### src/rtl/sdram_read_arbiter.sv
// sdram_read_arbiter
// Shares one 64-bit Avalon-MM SDRAM read port between two read masters.
// Port 0 (frame-buffer scanout) has fixed priority; port 1 (secondary reader)
// is promoted once it has been refused STARVE_LIMIT consecutive cycles.
// Every accepted command pushes a tag {owner, words} into a FIFO, and returned
// words are steered to the master named by the head tag, in command order.
//
// Ports:
//   clock, reset_n            system clock, asynchronous active-low reset
//   mN_address/burstcount     command from master N (burstcount 0 means 1)
//   mN_read / mN_waitrequest  Avalon command handshake for master N
//   mN_readdata/datavalid     returned word and its steering strobe
//   s_*                       SDRAM-side Avalon read port
//   outstanding               tag FIFO occupancy
//   error                     sticky: a word came back with no outstanding tag
//
// Handshake: a command transfers in the cycle where s_read is high and
// s_waitrequest is low. Master N's command transfers in the same cycle, seen
// as mN_read high with mN_waitrequest low. A master keeps mN_read and its
// command fields stable until that cycle.
module sdram_read_arbiter #(
  parameter int MAX_OUTSTANDING  = 16,
  parameter int OUTSTANDING_LOG2 = 4,
  parameter int STARVE_LIMIT     = 8
) (
  input  logic                      clock,
  input  logic                      reset_n,
  input  logic [28:0]               m0_address,
  input  logic [7:0]                m0_burstcount,
  input  logic                      m0_read,
  output logic                      m0_waitrequest,
  output logic [63:0]               m0_readdata,
  output logic                      m0_readdatavalid,
  input  logic [28:0]               m1_address,
  input  logic [7:0]                m1_burstcount,
  input  logic                      m1_read,
  output logic                      m1_waitrequest,
  output logic [63:0]               m1_readdata,
  output logic                      m1_readdatavalid,
  output logic [28:0]               s_address,
  output logic [7:0]                s_burstcount,
  output logic                      s_read,
  input  logic                      s_waitrequest,
  input  logic [63:0]               s_readdata,
  input  logic                      s_readdatavalid,
  output logic [OUTSTANDING_LOG2:0] outstanding,
  output logic                      error
);

  localparam int SW = $clog2(STARVE_LIMIT + 1);
  localparam logic [SW-1:0] STARVE_MAX = SW'(STARVE_LIMIT);
  localparam logic [OUTSTANDING_LOG2:0] FULL_CNT = (OUTSTANDING_LOG2 + 1)'(MAX_OUTSTANDING);

  // A stalled command keeps its owner until it transfers (address stability).
  typedef enum logic {ARB_OPEN, ARB_LOCKED} arb_state_t;

  arb_state_t                  arb_state;
  logic                        lock_owner;
  logic [SW-1:0]               starve_cnt;
  logic                        owner_valid;
  logic                        owner;
  logic                        owner_read;
  logic                        accept;
  logic                        tag_full;
  logic                        tag_empty;
  logic [8:0]                  tag_mem [MAX_OUTSTANDING];
  logic [OUTSTANDING_LOG2-1:0] wr_ptr;
  logic [OUTSTANDING_LOG2-1:0] rd_ptr;
  logic [OUTSTANDING_LOG2:0]   count;
  logic [7:0]                  word_cnt;
  logic [8:0]                  head_tag;
  logic [8:0]                  push_tag;
  logic                        beat;
  logic                        pop;

  always_comb begin
    owner_valid = 1'b1;
    owner       = 1'b0;
    if (arb_state == ARB_LOCKED) begin
      owner = lock_owner;
    end else if (starve_cnt == STARVE_MAX && m1_read) begin
      owner = 1'b1;
    end else if (m0_read) begin
      owner = 1'b0;
    end else if (m1_read) begin
      owner = 1'b1;
    end else begin
      owner_valid = 1'b0;
    end
  end

  assign owner_read   = owner ? m1_read : m0_read;
  assign tag_full     = (count == FULL_CNT);
  assign tag_empty    = (count == '0);

  // With no owner, owner is 0, so the command fields idle at port 0's values.
  // reset_n gates s_read so reset kills a presented command immediately.
  assign s_address    = owner ? m1_address : m0_address;
  assign s_burstcount = owner ? m1_burstcount : m0_burstcount;
  assign s_read       = reset_n && owner_valid && owner_read && !tag_full;
  assign accept       = s_read && !s_waitrequest;

  assign m0_waitrequest = !(accept && !owner);
  assign m1_waitrequest = !(accept && owner);

  assign push_tag = {owner, (s_burstcount == 8'd0) ? 8'd1 : s_burstcount};
  assign head_tag = tag_mem[rd_ptr];

  // Return path: steer each word by the head tag; the last word of the head
  // burst retires the tag.
  assign beat = s_readdatavalid && !tag_empty;
  assign pop  = beat && (word_cnt == head_tag[7:0] - 8'd1);

  assign m0_readdata      = s_readdata;
  assign m1_readdata      = s_readdata;
  assign m0_readdatavalid = beat && !head_tag[8];
  assign m1_readdatavalid = beat && head_tag[8];
  assign outstanding      = count;

  always_ff @(posedge clock) begin
    if (accept) begin
      tag_mem[wr_ptr] <= push_tag;
    end
  end

  always_ff @(posedge clock or negedge reset_n) begin
    if (!reset_n) begin
      arb_state  <= ARB_OPEN;
      lock_owner <= 1'b0;
      starve_cnt <= '0;
      wr_ptr     <= '0;
      rd_ptr     <= '0;
      count      <= '0;
      word_cnt   <= '0;
      error      <= 1'b0;
    end else begin
      case (arb_state)
        ARB_OPEN: begin
          if (s_read && s_waitrequest) begin
            arb_state  <= ARB_LOCKED;
            lock_owner <= owner;
          end
        end
        ARB_LOCKED: begin
          if (accept) begin
            arb_state <= ARB_OPEN;
          end
        end
        default: arb_state <= ARB_OPEN;
      endcase

      if (m1_read && !(accept && owner)) begin
        if (starve_cnt != STARVE_MAX) begin
          starve_cnt <= starve_cnt + 1'b1;
        end
      end else begin
        starve_cnt <= '0;
      end

      if (accept) begin
        wr_ptr <= wr_ptr + 1'b1;
      end
      if (pop) begin
        rd_ptr <= rd_ptr + 1'b1;
      end
      if (accept && !pop) begin
        count <= count + 1'b1;
      end else if (!accept && pop) begin
        count <= count - 1'b1;
      end

      if (beat) begin
        word_cnt <= pop ? 8'd0 : word_cnt + 8'd1;
      end

      if (s_readdatavalid && tag_empty) begin
        error <= 1'b1;
      end
    end
  end

endmodule

### config.mk
export PLATFORM = sky130hd
export DESIGN_NAME = sdram_read_arbiter
export DESIGN_NICKNAME = d
export VERILOG_FILES = /design/src/rtl/sdram_read_arbiter.sv
export SDC_FILE = /design/constraint.sdc
export NUM_CORES = 1
export LEC_CHECK = 0
export ABC_AREA = 1
export BUFFER_PORTS_ARGS = -buffer_cell sky130_fd_sc_hd__buf_4
export CAP_MARGIN = 20
export CORE_MARGIN = 4
export CORE_UTILIZATION = 55
export CTS_CLUSTER_DIAMETER = 120
export DETAILED_ROUTE_END_ITERATION = 7
export PLACE_DENSITY = 0.86
export SETUP_SLACK_MARGIN = 0.1
export SYNTH_ARGS = -nofsm -noshare
export SYNTH_HDL_FRONTEND = slang
export SYNTH_SLANG_ARGS = --single-unit
### constraint.sdc
create_clock -name clock -period 5.6 [get_ports clock]
set_input_delay 0.84 -clock clock [delete_from_list [all_inputs] [get_ports clock]]
set_output_delay 0.84 -clock clock [all_outputs]
set_load 0.1 [all_outputs]
* After elaboration in Yosys (flattened, before gate mapping)
Memory sizes are Yosys's and may differ from the RTL's.
Cells that the tools add are included.
** Word-level totals
- Memories kept :: 1
- Logic and storage cells :: 72
- Output and inout bits :: 176
- Input port bits :: 144
- Register bits :: 28
- Memory bits (writable) :: 144
** Memories
- tag_mem :: words 16, bits a word 9, read ports 1, clocked after memory_dff 0, wr ports 1, RTL line 66 : logic [8:0] tag_mem [MAX_OUTSTANDING];
** Cells by class
- Equal/unequal tests :: 5
- Reduce and logical (&&, ||, !) cells :: 29
- $add $sub $neg :: 7
- Mux-type cells :: 21
- Bitwise gates (word level) :: 1
** Operators with widths (count)
- $mux W29 :: 1
- $mux W8 :: 3
- $logic_and A1 B1 Y1 :: 16
- $add A4 B1 Y4 const B :: 3
- $mux W1 :: 12
- $mux W5 :: 2
- $logic_not A1 Y1 :: 9
- $add A8 B1 Y8 const B :: 1
- $eq A8 B8 Y1 :: 1
- $logic_not A8 Y1 :: 1
- $mux W4 :: 2
- $sub A8 B1 Y8 const B :: 1
- $add A5 B1 Y5 const B :: 1
- $eq A5 B5 Y1 const B :: 1
- $logic_not A5 Y1 :: 1
- $sub A5 B1 Y5 const B :: 1
- $eq A4 B4 Y1 const B :: 1
- $ne A4 B4 Y1 const B :: 1
- $ne A2 B1 Y1 const B :: 1
- $pmux W1 S2 :: 1
- $reduce_and A2 Y1 :: 1
- $reduce_bool A2 Y1 :: 1
- $not A1 Y1 :: 1

* Longest topological paths before layout
- Depth in word-level cells :: 12
- Mapped depth :: 29
- Gate-level depth less buffers :: 27

* Least setup slack after synthesis
OpenSTA, ideal clock, no wires.
- Kind :: reg-to-output
- Start :: register count[1], in the netlist outstanding[1]
- End :: output m1_readdatavalid
- Buffers on the path :: 0
- Arrival :: 2861 ps
- Required time :: 4760 ps
- Setup slack :: 1899 ps
- Cell stages (with the launch flop) :: 5
- Cells stage by stage :: dfrtp_1 -> nor4_1 -> nand2_1 -> nand2_1 -> a21oi_1
** On the way
- Longest elaborated chain between the ends :: 4
** Ends and longest elaborated chain
- from (decl) :: RTL line 69 : logic [OUTSTANDING_LOG2:0] count;
- from (signal assigned) :: RTL line 167 : count <= count + 1'b1;
- from (signal assigned) :: RTL line 169 : count <= count - 1'b1;
- $logic_not A5 Y1 :: RTL line 94 : assign tag_empty = (count == '0);
- $logic_not A1 Y1 :: RTL line 111 : assign beat = s_readdatavalid && !tag_empty;
- $logic_and A1 B1 Y1 :: RTL line 111
- $logic_and A1 B1 Y1 :: RTL line 117 : assign m1_readdatavalid = beat && head_tag[8];
- to (decl) :: RTL line 39 : output logic m1_readdatavalid,
No other way between the ends.

* Final worst setup path
- Start :: register rd_ptr[0]
- End :: register count[4], in the netlist outstanding[4]
** On the way
- Longest elaborated chain between the ends :: 7
- Elaborated cells on any way between the ends :: 9
- Those cells by class :: add/sub: 1; eq/ne: 1; mux: 1; reduce/logical: 5; memory: 1
** Ends and longest elaborated chain
- from (decl) :: RTL line 68 : logic [OUTSTANDING_LOG2-1:0] rd_ptr;
- from (signal assigned) :: RTL line 164 : rd_ptr <= rd_ptr + 1'b1;
- $mem_v2 Z16 W9 *
- $sub A8 B1 Y8 * :: RTL line 112 : assign pop = beat && (word_cnt == head_tag[7:0] - 8'd1);
- $eq A8 B8 Y1 * :: RTL line 112
- $logic_and A1 B1 Y1 * :: RTL line 112
- $logic_not A1 Y1 :: RTL line 166 : if (accept && !pop) begin
- $logic_and A1 B1 Y1 :: RTL line 166
- $mux W5 or $reduce_bool A2 Y1 (tied branches)
Every way passes the cells marked *; elsewhere a longest branch is shown, timed or not.
A chain may end at the register's enable or synchronous reset.

==> impl_results.md <==
- Status: completed
- Leading cell type in the layout, fill and taps excluded: nand2_1
- Core ar.: ~17000 µm²
- Final Max Slew Viols: 0
- Clk buf depth: 2
- Die outline height: 139 µm
- Total wire length: around 23000 µm
- Layout cells sized above 1: 0.196
- Clock Sinks: 172
- Pwr dens: 529 nW/µm²
- H-Tree Level Count: 4
- Residual DRC: 0
- Drt wl/cell: 18.3 µm
- Ys flop type: edfxtp_1
- Setup Fix Bufs, Post-CTS: 0
- CP startpoint kind: flip-flop
- Met2 Use GR: 0.394
- Fin worst setup slack: roughly 1100 ps
- Final Non-Filler Cells: roughly 1200
- Synth warn: 0
- Most frequent cells in the layout: 293 x nand2_1, 144 x edfxtp_1, 134 x buf_4
- Clock Skews: ~9.4 ps
- Critical path's most frequent cell: nand2_1
- Tot GR Track Use: 0.230
- Slowest cell on the critical path: buf_4
- Filler instances: 1227
- Placement Cell Area: 9450 µm²
- Arrival time worst endpoint: between 4000 and 5000 ps
- Vias in the first global route: 6982
- Root buffer cell: clkbuf_16
- DP Worst Slack: roughly 1300 ps
- Power, Total: 5.30 mW
- Placed insts: 1197
- Cts repair resizes: 0
- Post-detail-place hpwl: 14900 µm
- Antenna diode count: 0
- EDFF count, synth: ~140
- Netlist Area Pre-Place: ~9400 µm²
- Syn_area_per_cell: around 9.3 µm²
- Synthesized flop and latch total: between 150 and 200
- Ports: 320
- Synth-to-Final Area Change: 6.86%
- # nets final: between 1000 and 1500
- GR Util met1: 0.258
- # hold bufs at CTS: 0
- Row Count: 47
- Hold WS: approximately 350 ps
- Initial DRC count: 730
- Largest net degree at the start of global routing: between 80 and 90
- Worst-Margin Slew: 994 ps
- Slowest stage delay, CP: around 670 ps
- Remaining antenna violation count after routing: 0
- Total of max-cap violations: 0
- Rel. slew slack: 0.335
- Initial antenna violation count: 0
- Synth cell types: 41
- Critical path capture point type: flip-flop
- Post-Synthesis Cells: approximately 1000
- Tmin final: 4450 ps
- Placer Congestion: a little over 0.9
- Multi-input logic area: between 2000 and 3000 µm²
- Die X-Extent: 139 µm
- Final hold viol count: 0
- Vias: around 7000
- Busiest grt layer: met2
- Register area: 5030 µm²
- GRT met3 Usage: 0.0741
- Clock transition at the registers of the reported paths: 60 ps
- Fmax achieved: ~0.22 GHz
- Lkg Pwr: approximately 4.4 nW
- Unrepaired setup endpoints after global routing: no
- Clock insertion delay at the later pin of the skew report: approximately 430 ps
- Total CTS buffers: 17
- Buffers on Ports: roughly 130
- Type of the worst setup path: flip-flop to flip-flop
- Overflow after GRT: 0
- CP required: ~6000 ps
- Final core utilization: 0.603
- CTS tree: done
- Pre-antenna DRT Iters: 5
- Finish-stage setup viols: 0
- Final TNS setup: 0 ps
- Maximum vdd drop: ~0.00064 V
- Die ar.: 19200 µm²
- Initial core utilization: 0.564
- Register area share after synthesis: 0.535
- Global-route wire length before repair: between 30000 and 40000 µm
- Crit share post-route: 0.795
- Design Area, Final: ~10000 µm²
- Worst-path fanout max: 83
- Vias per inst: 5.62
- Net Count, Synth: around 1200
- Hold WC Path Type: input pin to async pin
- Ys async rst share: 0.163
-- metal layers --
layer	wire length [µm]	part of all wire
met2	11200	0.50
met5	34	0.0015
met3	2460	0.11
met1	7890	0.35
met4	936	0.042
-- layout make-up --
cell class,count,share of cell area
clock inverter,10,0.0140
multi-input combinational,594,0.284
clock buffer,22,0.0443
timing repair buffer,134,0.100
tap,220,0.0274
sequential,172,0.501
inverter,77,0.0293
-- worst max-delay path: cells and delay by family, from the launching register on --
kind	cells	cell delay, ps
and+or+nand+nor	14	1460
DFF	1	360
xor gates and xnor gates	2	310
AOI/OAI and AO/OA	3	470
adders and majority gates	3	820
buffers and inverters	3	900
-- sequential cells by signal, summed over array words and instances (netlist names), named ones only --
register and cells:
lock_owner 1, wr_ptr 4, tag_mem 144, rd_ptr 4, word_cnt 8, outstanding 5
error 1, starve_cnt 4
-- cells in the mapped netlist, types with 2 or more instances --
| master | count | area share |
|---|---|---|
| nand2_1 | 293 | 0.12 |
| edfxtp_1 | 144 | 0.46 |
| buf_4 | 131 | 0.10 |
| nand3_1 | 87 | 0.046 |
| nor2_1 | 80 | 0.032 |
| inv_1 | 70 | 0.028 |
| o21ai_0 | 29 | 0.015 |
| dfrtp_1 | 28 | 0.075 |
| buf_6 | 15 | 0.018 |
| ha_1 | 13 | 0.017 |
| clkbuf_1 | 12 | 0.0048 |
| o21ai_1 | 12 | 0.0064 |
| xor2_1 | 11 | 0.010 |
| a21oi_1 | 8 | 0.0043 |
| or2_2 | 8 | 0.0053 |
| buf_2 | 7 | 0.0037 |
| nand2_2 | 7 | 0.0047 |
| o211ai_1 | 7 | 0.0056 |
| nand4_1 | 6 | 0.0040 |
| nor2_4 | 5 | 0.0060 |
| clkinv_1 | 3 | 0.0012 |
| inv_2 | 3 | 0.0012 |
| o211ai_2 | 3 | 0.0040 |
| a21o_1 | 2 | 0.0016 |
| nand2_4 | 2 | 0.0024 |
| nand3_2 | 2 | 0.0021 |
| nor2_2 | 2 | 0.0013 |
| nor3_1 | 2 | 0.0011 |
| o221ai_1 | 2 | 0.0019 |
| o22ai_1 | 2 | 0.0013 |
| xnor2_1 | 2 | 0.0019 |
-- cell families after synthesis --
logic type	count (synthesis)	share of synthesized area
and+or+nand+nor	496	0.224
buffers and inverters	242	0.163
DFF	172	0.535
AOI/OAI and AO/OA	69	0.0439
xor gates and xnor gates	14	0.0139
adders and majority gates	14	0.0195
muxes	1	0.00107
-- final timing paths --
path,startpoint,end,slack (ps),depth (start not counted)
worst min register to register,lock_owner,lock_owner,500,2
max in group asynchronous,reset_n,rd_ptr[0],4920,1
worst max-delay path,rd_ptr[0],outstanding[4],1150,25
min in group clock,lock_owner,lock_owner,500,2
worst max register to register,rd_ptr[0],outstanding[4],1150,25
worst min-delay path,reset_n,async pin,350,1
-- report_power, final --
part	internal (mW)	switching, mW	leakage (nW)	total [mW]
Combinational	0.556	1.87	2.47	2.43
Sequential	1.60	0.0959	1.64	1.70
Clock	0.702	0.475	0.276	1.18
No activity file was read; power rests on OpenSTA's default activity.
